**src/rtl/prod_accum.sv**
```systemverilog
// prod_accum: accumulates LEN unsigned 6-bit products into a 10-bit window
// total and hands the result downstream with a valid/ready handshake.
//
// Build option: define PROD_ACCUM_SAT_EN to saturate the window total at
// 1023 and raise ovf; without it the total wraps modulo 1024 and ovf is 0.
//
// The window counter is kept one bit wider than the cnt port so that a
// window of 32 can be detected; cnt shows the low 5 bits of that count.
module prod_accum #(
   parameter int LEN = 4
) (
   input  logic       clk,
   input  logic       rst,
   input  logic       clr,
   input  logic [5:0] p,
   input  logic       p_valid,
   output logic       p_ready,
   output logic [9:0] sum,
   output logic       ovf,
   output logic [4:0] cnt,
   output logic       out_valid,
   input  logic       out_ready
);

   typedef enum logic {
      ACC  = 1'b0,
      DONE = 1'b1
   } state_t;

`ifdef PROD_ACCUM_SAT_EN
   localparam bit SAT_EN = 1'b1;
`else
   localparam bit SAT_EN = 1'b0;
`endif

   localparam logic [5:0] LEN_C = 6'(LEN);

   state_t     state_q, state_d;
   logic [9:0] acc_q,   acc_d;
   logic [5:0] cnt_q,   cnt_d;
   logic       ovf_q,   ovf_d;

   // Full-precision sum: bit 10 is the carry out of the 10-bit accumulator.
   function automatic logic [10:0] add_prod(input logic [9:0] a, input logic [5:0] b);
      return {1'b0, a} + {5'b0, b};
   endfunction

   // Reduce the 11-bit sum to 10 bits: clamp when saturation is enabled, wrap otherwise.
   function automatic logic [9:0] sat_or_wrap(input logic [10:0] s);
      if (SAT_EN && s[10]) begin
         return 10'h3FF;
      end
      return s[9:0];
   endfunction

   logic [10:0] add_full;
   logic [5:0]  cnt_inc;

   assign add_full = add_prod(acc_q, p);
   assign cnt_inc  = cnt_q + 6'd1;

   // Next-state and datapath update; clr beats the output handshake, which beats a product accept.
   always_comb begin
      state_d = state_q;
      acc_d   = acc_q;
      cnt_d   = cnt_q;
      ovf_d   = ovf_q;
      if (clr) begin
         state_d = ACC;
         acc_d   = '0;
         cnt_d   = '0;
         ovf_d   = 1'b0;
      end else begin
         unique case (state_q)
            ACC: begin
               if (p_valid) begin
                  acc_d = sat_or_wrap(add_full);
                  ovf_d = SAT_EN & (ovf_q | add_full[10]);
                  cnt_d = cnt_inc;
                  if (cnt_inc == LEN_C) begin
                     state_d = DONE;
                  end
               end
            end
            DONE: begin
               // A product cannot be taken here; the next window starts a cycle after the handshake.
               if (out_ready) begin
                  state_d = ACC;
                  acc_d   = '0;
                  cnt_d   = '0;
                  ovf_d   = 1'b0;
               end
            end
            default: begin
               state_d = ACC;
            end
         endcase
      end
   end

   // State and window registers with synchronous reset.
   always_ff @(posedge clk) begin
      if (rst) begin
         state_q <= ACC;
         acc_q   <= '0;
         cnt_q   <= '0;
         ovf_q   <= 1'b0;
      end else begin
         state_q <= state_d;
         acc_q   <= acc_d;
         cnt_q   <= cnt_d;
         ovf_q   <= ovf_d;
      end
   end

   assign p_ready   = (state_q == ACC);
   assign out_valid = (state_q == DONE);
   assign sum       = acc_q;
   assign cnt       = cnt_q[4:0];
   assign ovf       = SAT_EN ? ovf_q : 1'b0;

endmodule
```
**config.mk**
```make
export PLATFORM = sky130hd
export DESIGN_NAME = prod_accum
export DESIGN_NICKNAME = d
export VERILOG_FILES = /design/src/rtl/prod_accum.sv
export SDC_FILE = /design/constraint.sdc
export NUM_CORES = 1
export LEC_CHECK = 0
export ABC_AREA = 1
export BUFFER_PORTS_ARGS = -buffer_cell sky130_fd_sc_hd__buf_2
export CORE_ASPECT_RATIO = 1.2
export CORE_MARGIN = 3
export CORE_UTILIZATION = 50
export DETAILED_ROUTE_END_ITERATION = 8
export GPL_TIMING_DRIVEN = 0
export PLACE_DENSITY_LB_ADDON = 0.3
export SLEW_MARGIN = 20
export SYNTH_ARGS = -nofsm -noshare
export SYNTH_HDL_FRONTEND = slang
export SYNTH_SLANG_ARGS = --single-unit
export TNS_END_PERCENT = 100
```
**constraint.sdc**
```tcl
create_clock -name clk -period 3.5 [get_ports clk]
set_input_delay 0.7 -clock clk [delete_from_list [all_inputs] [get_ports clk]]
set_output_delay 0.7 -clock clk [all_outputs]
set_load 0.05 [all_outputs]
```
# Word-level counts from Yosys, hierarchy flattened

Index checks and enable logic that the tools add are counted.
Widths: inputs -> output; s select.

Bits in registers: 17

$add $sub $neg: 2
Equality and inequality tests: 3
Multiplexer cells: 10
Bitwise gates (word level): 1
Reduce and logical (&&, ||, !) cells: 2

Operator list:

| kind                | number |
|---|---|
| $mux 10             | 2 |
| $pmux 10 s2         | 1 |
| $mux 6              | 2 |
| $pmux 6 s2          | 1 |
| $add 10x6->10       | 1 |
| $add 6x1->6 const B | 1 |
| $eq 6x3->1 const B  | 1 |
| $ne 2x2->1 const B  | 2 |
| $mux 1              | 3 |
| $pmux 1 s2          | 1 |
| $reduce_and 2->1    | 1 |
| $reduce_or 2->1     | 1 |
| $not 1->1           | 1 |

# Longest topological paths before layout

Gate-level depths: netlist of the first run.

Depth after elaboration: 5
Gate-level depth with buffers: 11

# Worst setup path after synthesis of the first run

OpenSTA, ideal clock, no wires.

Kind: register to register
Start point: reg acc_q[0] (netlist: sum[0])
End point: reg acc_q[8] (netlist: sum[8])
Setup time: 0.109 ns
Arrival: 1.791 ns
Data required time: 3.391 ns
Path slack: 1.600 ns
Stages on the path, launching flop included: 12
Buffers on the path: 0
Cells stage by stage: dfxtp_1 ha_1 inv_1 fa_1 inv_1 nand2_1 nand3_1 nand3_1 nand2_1 nand2_1 nand2_1 inv_1

Cells in the longest elaborated chain, start to end: 3

RTL lines:

| what                   | line | source |
|---|---|---|
| start, declared        | 39   | `logic [9:0] acc_q, acc_d;` |
| start signal, assigned | 105  | `acc_q <= '0;` |
| start signal, assigned | 110  | `acc_q <= acc_d;` |
| $add 10x6->10          | 45   | `return {1'b0, a} + {5'b0, b};` |
| $mux 10                | 76   | `if (p_valid) begin` |
| $pmux 10 s2            | 74   | `unique case (state_q)` |

No other way between the ends. The select of a mux whose other input is x is not followed.
A chain may end at the register's enable or synchronous reset.

# Worst setup path in the final report of the first run

Start point: reg cnt_q[0]
End point: out cnt[0]

RTL lines:

| what                   | line | source |
|---|---|---|
| start, declared        | 40   | `logic [5:0] cnt_q, cnt_d;` |
| start signal, assigned | 111  | `cnt_q <= cnt_d;` |
| end, declared          | 20   | `output logic [4:0] cnt,` |

No word-level cell between the ends.

==> out/summary.txt, run 1 <==
Status - finished clean
Final ANT Viol Nets - 0
Part of the power in registers - 53.0%
Most common cell after layout, fill and taps aside - nand2_1
Avg WL per Cell - 9.863 um
Top Ports - 29
Largest area contributor in the netlist - dfxtp_1
Synth area leaders - dfxtp_1, nand2_1, ha_1
Worst min-delay path startpoint - sum[0]$_SDFFE_PP0P_
CTS tree - built
Maximum vdd drop - 0.2128 mV
Pwr Density - 289.1 nW/um2
Die height - 57.64 um
GR Overflow Total - 0
P_sw - 0.1132 mW
Worst path max stage delay - 0.46 ns
Row count - 18
First-pass GRT wire length - 3.988 mm
Metal3 WL - 101 um
Highest clock rate - 544.7 MHz
Most frequent cells in the layout - nand2_1, buf_2, inv_1, a21oi_1, dfxtp_1
Clock network fraction of design power - 27.6%
Setup crit end kind - primary output
Fraction of layout cells with a size suffix above 1 - 21.43%
Hold_buf cts - 0
Synth top area share - 30.63%
Total Routing Usage GR - 17.47%
Setup bufs post-CTS - 0
Die area - 2826 um2
Seq cells post-synth - 17
Internal - 0.2655 mW
Clock Pin Slew Worst Setup and Hold Paths - 0.10 ns
Antenna violations before repair - 0
Starting Density - 53.05%
Period utilisation layout - 52.45%
Setup violators final - 0
CP max stage cell - dfxtp_1
Register area share after synthesis - 30.63%
Hold Path Class - reg2reg
RePlAce Congestion - 0.8082
Clock Skews - 0.005032 ns
Post-Route WL - 2.229 mm
Syn nets - 185
Ys flop type - dfxtp_1
Cells after Synth - 165
Detailed Routing Iterations Pass 1 - 4
Placed Cells - 222
N_diodes - 0
Clk buf depth - 2
MaxCap Viol Count - 0
Clock sink count - 17
RSZ-0062 raised after global routing - false
Crit path kind - reg2out
Vias in the first global route - 981
H-Tree Depth - 1
Die W - 49.03 um
WHS - 0.4839 ns
Starting DRT DRC Count - 24
Vias - 1066
Post-DP HPWL - 1.777 mm
Syn. warnings - 0
Core area - 2095 um2
# port buffers - 27
FF-to-FF Start - sum[0]$_SDFFE_PP0P_
Clock insertion delay at the later pin of the skew report - 0.28 ns
Hold Vio Cnt, Final - 0
Async SR Flop Fraction - 0%
CTS Buf Count - 3
Stages on the worst setup path - 2
Final setup TNS - 0 ns
CP cell instances - buf_4 -> buf_2
Synth cell types - 23
PostCTS Resize Cnt - 0
Met1 WL - 1.013 mm
Root Buffer - clkbuf_4
CP arrival - 1.14 ns
CP delay by family, top - flip-flops
DR WL met2 - 1.083 mm
Reg2Reg Depth - 9
DRC Markers - 0
Nets@finish - 217
WHS Path Cells - 2
Reg-to-Reg End - sum[4]$_SDFFE_PP0P_
Leak - 0.6945 nW
Via-to-Cell Ratio - 4.717
Hold path endpoint - sum[0]$_SDFFE_PP0P_
Slew Viols, Final - 0
Crit path launch type - flip-flop
Syn Std Cell Area - 1111 um2
R2R Setup Slk - 1.85 ns
Mean Syn Cell Area - 6.734 um2
Largest fanout on the critical path - 6
Combinational power share - 19.4%
Top Layer Used - met4
Number of synthesized flops with an enable pin - 0
Buffers and inverters on the worst path - 2
Minimum clock period - 1.836 ns
Cell Count, Final, Fillers Out - 226
Syn-to-layout area delta - 17.91%
Pin count of the biggest net entering global routing - 11
Sw Ratio - 29.90%
Data required time of the worst path - 2.80 ns
==> state kept, by name (all words and copies together), names as in the netlist <==
register   count
cnt_q          6
out_valid      1
sum           10
==> how the worst max path moves through the flow <==
| stage | from | end | slack [ns] |
|---|---|---|---|
| after floorplan | sum[0]$_SDFFE_PP0P_ | sum[8]$_SDFFE_PP0P_ | 1.60 |
| after global placement | p[0] | sum[4]$_SDFFE_PP0P_ | 1.48 |
| after detailed placement | p[0] | sum[4]$_SDFFE_PP0P_ | 1.44 |
| after CTS | cnt_q[2]$_SDFFE_PP0P_ | cnt[2] | 1.66 |
| after global routing | p[0] | sum[4]$_SDFFE_PP0P_ | 1.59 |
| final | cnt_q[0]$_SDFFE_PP0P_ | cnt[0] | 1.66 |
==> Yosys cell counts (2+ instances only) <==
| library cell | number |
|---|---|
| ha_1 | 8 |
| xor2_1 | 3 |
| buf_4 | 7 |
| nand2_4 | 2 |
| nor2_1 | 12 |
| o21ai_0 | 2 |
| nand2_1 | 49 |
| a21oi_1 | 17 |
| nand4_1 | 3 |
| dfxtp_1 | 17 |
| nand3_1 | 11 |
| inv_1 | 23 |
==> metal layers <==
layer | GRT usage [%] | up-vias
met5 | 0 | -
met4 | 5.691 | 0
met3 | 2.828 | 4
met2 | 32.04 | 25
met1 | 20.79 | 459
li1 | - | 578
==> per-stage QoR <==
step           util [%]  setup slack [ns]  total power [mW]  area (um2)
3_3_place_gp      61.29             1.480            0.2769        1284
6_report          62.54             1.664            0.3787        1310
3_5_place_dp      61.29             1.438            0.2791        1284
2_1_floorplan         -             1.600            0.2593        1111
5_1_grt           62.54             1.587            0.3998        1310
4_1_cts           62.54             1.658            0.3805        1310
==> kinds of logic (layout without fill, tap and decap cells) <==
| group | after synthesis | in the layout | share of synthesized area [%] |
|---|---|---|---|
| compound gates | 21 | 21 | 9.798 |
| xor+xnor | 4 | 4 | 3.154 |
| other cells | 1 | 1 | 0.3375 |
| buf+inv | 31 | 62 | 12.84 |
| fa+ha+maj | 9 | 9 | 10.81 |
| flops | 17 | 17 | 30.63 |
| simple gates | 82 | 82 | 32.43 |
==> worst register-to-register path: cells and delay by family (launching register included) <==
kind / cells / cell delay, ns
flip-flops: 1 / 0.36
AND/OR/NAND/NOR: 3 / 0.25
adder cells (fa/ha/maj): 2 / 0.54
XOR/XNOR: 1 / 0.15
AO/OA/AOI/OAI: 1 / 0.12
buffers and inverters: 2 / 0.17
==> power by group through the flow <==
| stage | combinational [mW] | sequential, mW | clock, mW |
|---|---|---|---|
| global placement | 0.0721 | 0.205 | 0 |
| detailed placement | 0.0740 | 0.205 | 0 |
| finish | 0.0737 | 0.201 | 0.104 |
| global route | 0.0831 | 0.201 | 0.115 |
| floorplan | 0.0446 | 0.215 | 0 |
| CTS | 0.0742 | 0.201 | 0.106 |
==> area by class of cell <==
type	count	area, um2
clock buffers	4	26.28
inverters	23	86.33
flip-flops and latches	17	340.3
plain buffers	8	56.30
well taps	30	37.54
multi-input cells	117	628.1
fillers	194	784.5
repair buffers	27	135.1
(Power assumes the default switching activity.)
==> run 2, diff against run 1 <==
==> constraint.sdc (replaced) <==
create_clock -name clk -period 1.8 [get_ports clk]
set_input_delay 0.36 -clock clk [delete_from_list [all_inputs] [get_ports clk]]
set_output_delay 0.36 -clock clk [all_outputs]
set_load 0.05 [all_outputs]
==> run 2 against run 1 <==
Compared with the run above:
- flip-flop and latch count stayed put
- setup slack worse by 1.5 ns
- combinational power is 94% higher
- via count is 1.5% higher
- non-clock buffer count stayed put
- highest routed layer unchanged
==> out/summary.txt, run 2 (synthesis results as in run 1) <==
CP delay by family, top - adder cells (was flip-flops)
Setup crit end kind - flip-flop (was primary output)
Most frequent cells in the layout - nand2_1, buf_2, inv_1, a21oi_1, dfxtp_1 (unchanged)
Crit path launch type - flip-flop (unchanged)
Period utilisation layout - 89.40%
Starting Density - 53.05% (unchanged)
Slew Viols, Final - 0 (unchanged)
Die area - 2826 um2 (unchanged)
Setup bufs post-CTS - 0 (unchanged)
Worst setup path startpoint - sum[0]$_SDFFE_PP0P_ (was cnt_q[0]$_SDFFE_PP0P_)
R2R Setup Slk - 0.19 ns (was 1.85 ns)
Final setup TNS - 0 ns (unchanged)
Clock insertion delay at the later pin of the skew report - 0.31 ns (was 0.28 ns)
Core area - 2095 um2 (unchanged)
Reg-to-Reg End - sum[8]$_SDFFE_PP0P_ (was sum[4]$_SDFFE_PP0P_)
Vias - 1082 (was 1066)
Crit path kind - reg2reg (was reg2out)
Syn-to-layout area delta - 18.13% (was 17.91%)
DRC Markers - 0 (unchanged)
Setup slack at placement - 0.08495 ns (was 1.438 ns)
CP arrival - 1.83 ns (was 1.14 ns)
Root Buffer - clkbuf_4 (unchanged)
Highest clock rate - 621.4 MHz
Maximum vdd drop - 0.4463 mV (was 0.2128 mV)
Nets@finish - 217 (unchanged)
Hold_buf cts - 0 (unchanged)
Clk buf depth - 2 (unchanged)
PostCTS Resize Cnt - 0 (unchanged)
Setup violators final - 0 (unchanged)
Pin count of the biggest net entering global routing - 11 (unchanged)
Avg WL per Cell - 10.36 um (was 9.863 um)
CP max stage cell - fa_1 (was dfxtp_1)
RSZ-0062 raised after global routing - false (unchanged)
MaxCap Viol Count - 0 (unchanged)
Status - finished clean (unchanged)
Hold Path Class - in2reg (was reg2reg)
Minimum clock period - 1.609 ns
Clock Pin Slew Worst Setup and Hold Paths - 0.11 ns (was 0.10 ns)
Post-Route WL - 2.342 mm (was 2.229 mm)
First-pass GRT wire length - 4.209 mm (was 3.988 mm)
Hold Vio Cnt, Final - 0 (unchanged)
Post-DP HPWL - 1.845 mm (was 1.777 mm)
Final Core Density - 62.66% (was 62.54%)
# port buffers - 27 (unchanged)
GR Overflow Total - 0 (unchanged)
P_sw - 0.2388 mW (was 0.1132 mW)
Clock sink count - 17 (unchanged)
Max reg flops - 10 (unchanged)
Total Routing Usage GR - 19.05% (was 17.47%)
Antenna violations before repair - 0 (unchanged)
Row count - 18 (unchanged)
Fraction of layout cells with a size suffix above 1 - 22.45% (was 21.43%)
Vias in the first global route - 1062 (was 981)
Internal - 0.5137 mW (was 0.2655 mW)
Via-to-Cell Ratio - 4.788 (was 4.717)
CP endpoint - sum[8]$_SDFFE_PP0P_ (was cnt[0])
Worst path max stage delay - 0.36 ns (was 0.46 ns)
Combinational power share - 19.0% (was 19.4%)
Sw Ratio - 31.73% (was 29.90%)
Buffers and inverters on the worst path - 3 (was 2)
Most used cell, CP - nand2_1
CP cell instances - ha_1 -> inv_1 -> fa_1 -> inv_1 -> nand2_1 -> nand3_1 -> nand3_1 -> nand2_1 -> nand2_1 -> nand2_1 -> inv_1 (was buf_4 -> buf_2)
Die W - 49.03 um (unchanged)
Part of the power in registers - 51.9% (was 53.0%)
RePlAce Congestion - 0.8442 (was 0.8082)
Slack of the critical path - 0.1908 ns (was 1.664 ns)
Leak - 0.6977 nW (was 0.6945 nW)
H-Tree Depth - 1 (unchanged)
Starting DRT DRC Count - 24 (unchanged)
Pwr Density - 573.3 nW/um2 (was 289.1 nW/um2)
Largest fanout on the critical path - 4 (was 6)
Reg2Reg Depth - 11 (was 9)
Die height - 57.64 um (unchanged)
Top Ports - 29 (unchanged)
CTS tree - built (unchanged)
Final ANT Viol Nets - 0 (unchanged)
N_diodes - 0 (unchanged)
Clock Skews - 0.004943 ns (was 0.005032 ns)
Detailed Routing Iterations Pass 1 - 4 (unchanged)
FF-to-FF Start - sum[0]$_SDFFE_PP0P_ (unchanged)
Data required time of the worst path - 2.02 ns (was 2.80 ns)
Stages on the worst setup path - 11 (was 2)
Most common cell after layout, fill and taps aside - nand2_1 (unchanged)
Clock network fraction of design power - 29.1% (was 27.6%)
CTS Buf Count - 3 (unchanged)
[run 2: cell types whose count changed in the layout (fill, tap and decap cells not counted), sizes merged]
cell    change
clkbuf      -1
clkinv      +1
[run 2: worst min-delay path by stage]
stage / from / to / depth (start not counted)
after floorplan: cnt_q[5]$_SDFFE_PP0P_ / cnt_q[5]$_SDFFE_PP0P_ / 2
after global placement: sum[0]$_SDFFE_PP0P_ / sum[0]$_SDFFE_PP0P_ / 2
after detailed placement: sum[0]$_SDFFE_PP0P_ / sum[0]$_SDFFE_PP0P_ / 2
after CTS: out_ready / out_valid$_SDFF_PP0_ / 3
after global routing: out_ready / out_valid$_SDFF_PP0_ / 3
final: out_ready / out_valid$_SDFF_PP0_ / 3
[run 2: layout make-up]
type	count	area, um2
Inverter	23	86.33
Sequential cell	17	341.6
Multi-Input combinational cell	117	628.1
Buffer	8	56.30
Tap cell	30	37.54
Fill cell	209	782.0
Timing Repair Buffer	27	135.1
Clock buffer	3	22.52
Clock inverter	1	5.005
[run 2: routing by layer]
layer	part of all wire [%]	wire [um]	vias up	global-route usage, %
li1	-	-	572	-
met1	43	997	481	20.71
met5	0	0	-	0
met2	51	1205	23	35.34
met4	2.1	49	0	11.38
met3	3.8	90	6	2.314
[run 2: power by group through the flow]
stage	registers [mW]	clock network (mW)	logic (mW)
2_1_floorplan	0.418	0	0.0867
3_3_place_gp	0.399	0	0.140
3_5_place_dp	0.399	0	0.143
4_1_cts	0.390	0.224	0.144
5_1_grt	0.392	0.237	0.161
6_report	0.390	0.219	0.143
[run 2: per-stage QoR]
stage	cell area, um2	hold WS, ns	std cells	power [mW]
CTS	1313	0.3226	226	0.7581
global placement	1285	0.4528	222	0.5381
global route	1313	0.3249	226	0.7901
finish	1313	0.3185	226	0.7525
detailed placement	1285	0.4618	222	0.5421
floorplan	1112	0.4561	165	0.5044
[run 2: worst reg2reg max path, delay by kind of cell, from the launching register on]
| kind | cells | cell delay [ns] |
|---|---|---|
| adders and majority gates | 2 | 0.51 |
| DFF | 1 | 0.35 |
| buffers and inverters | 3 | 0.20 |
| and+or+nand+nor | 6 | 0.46 |
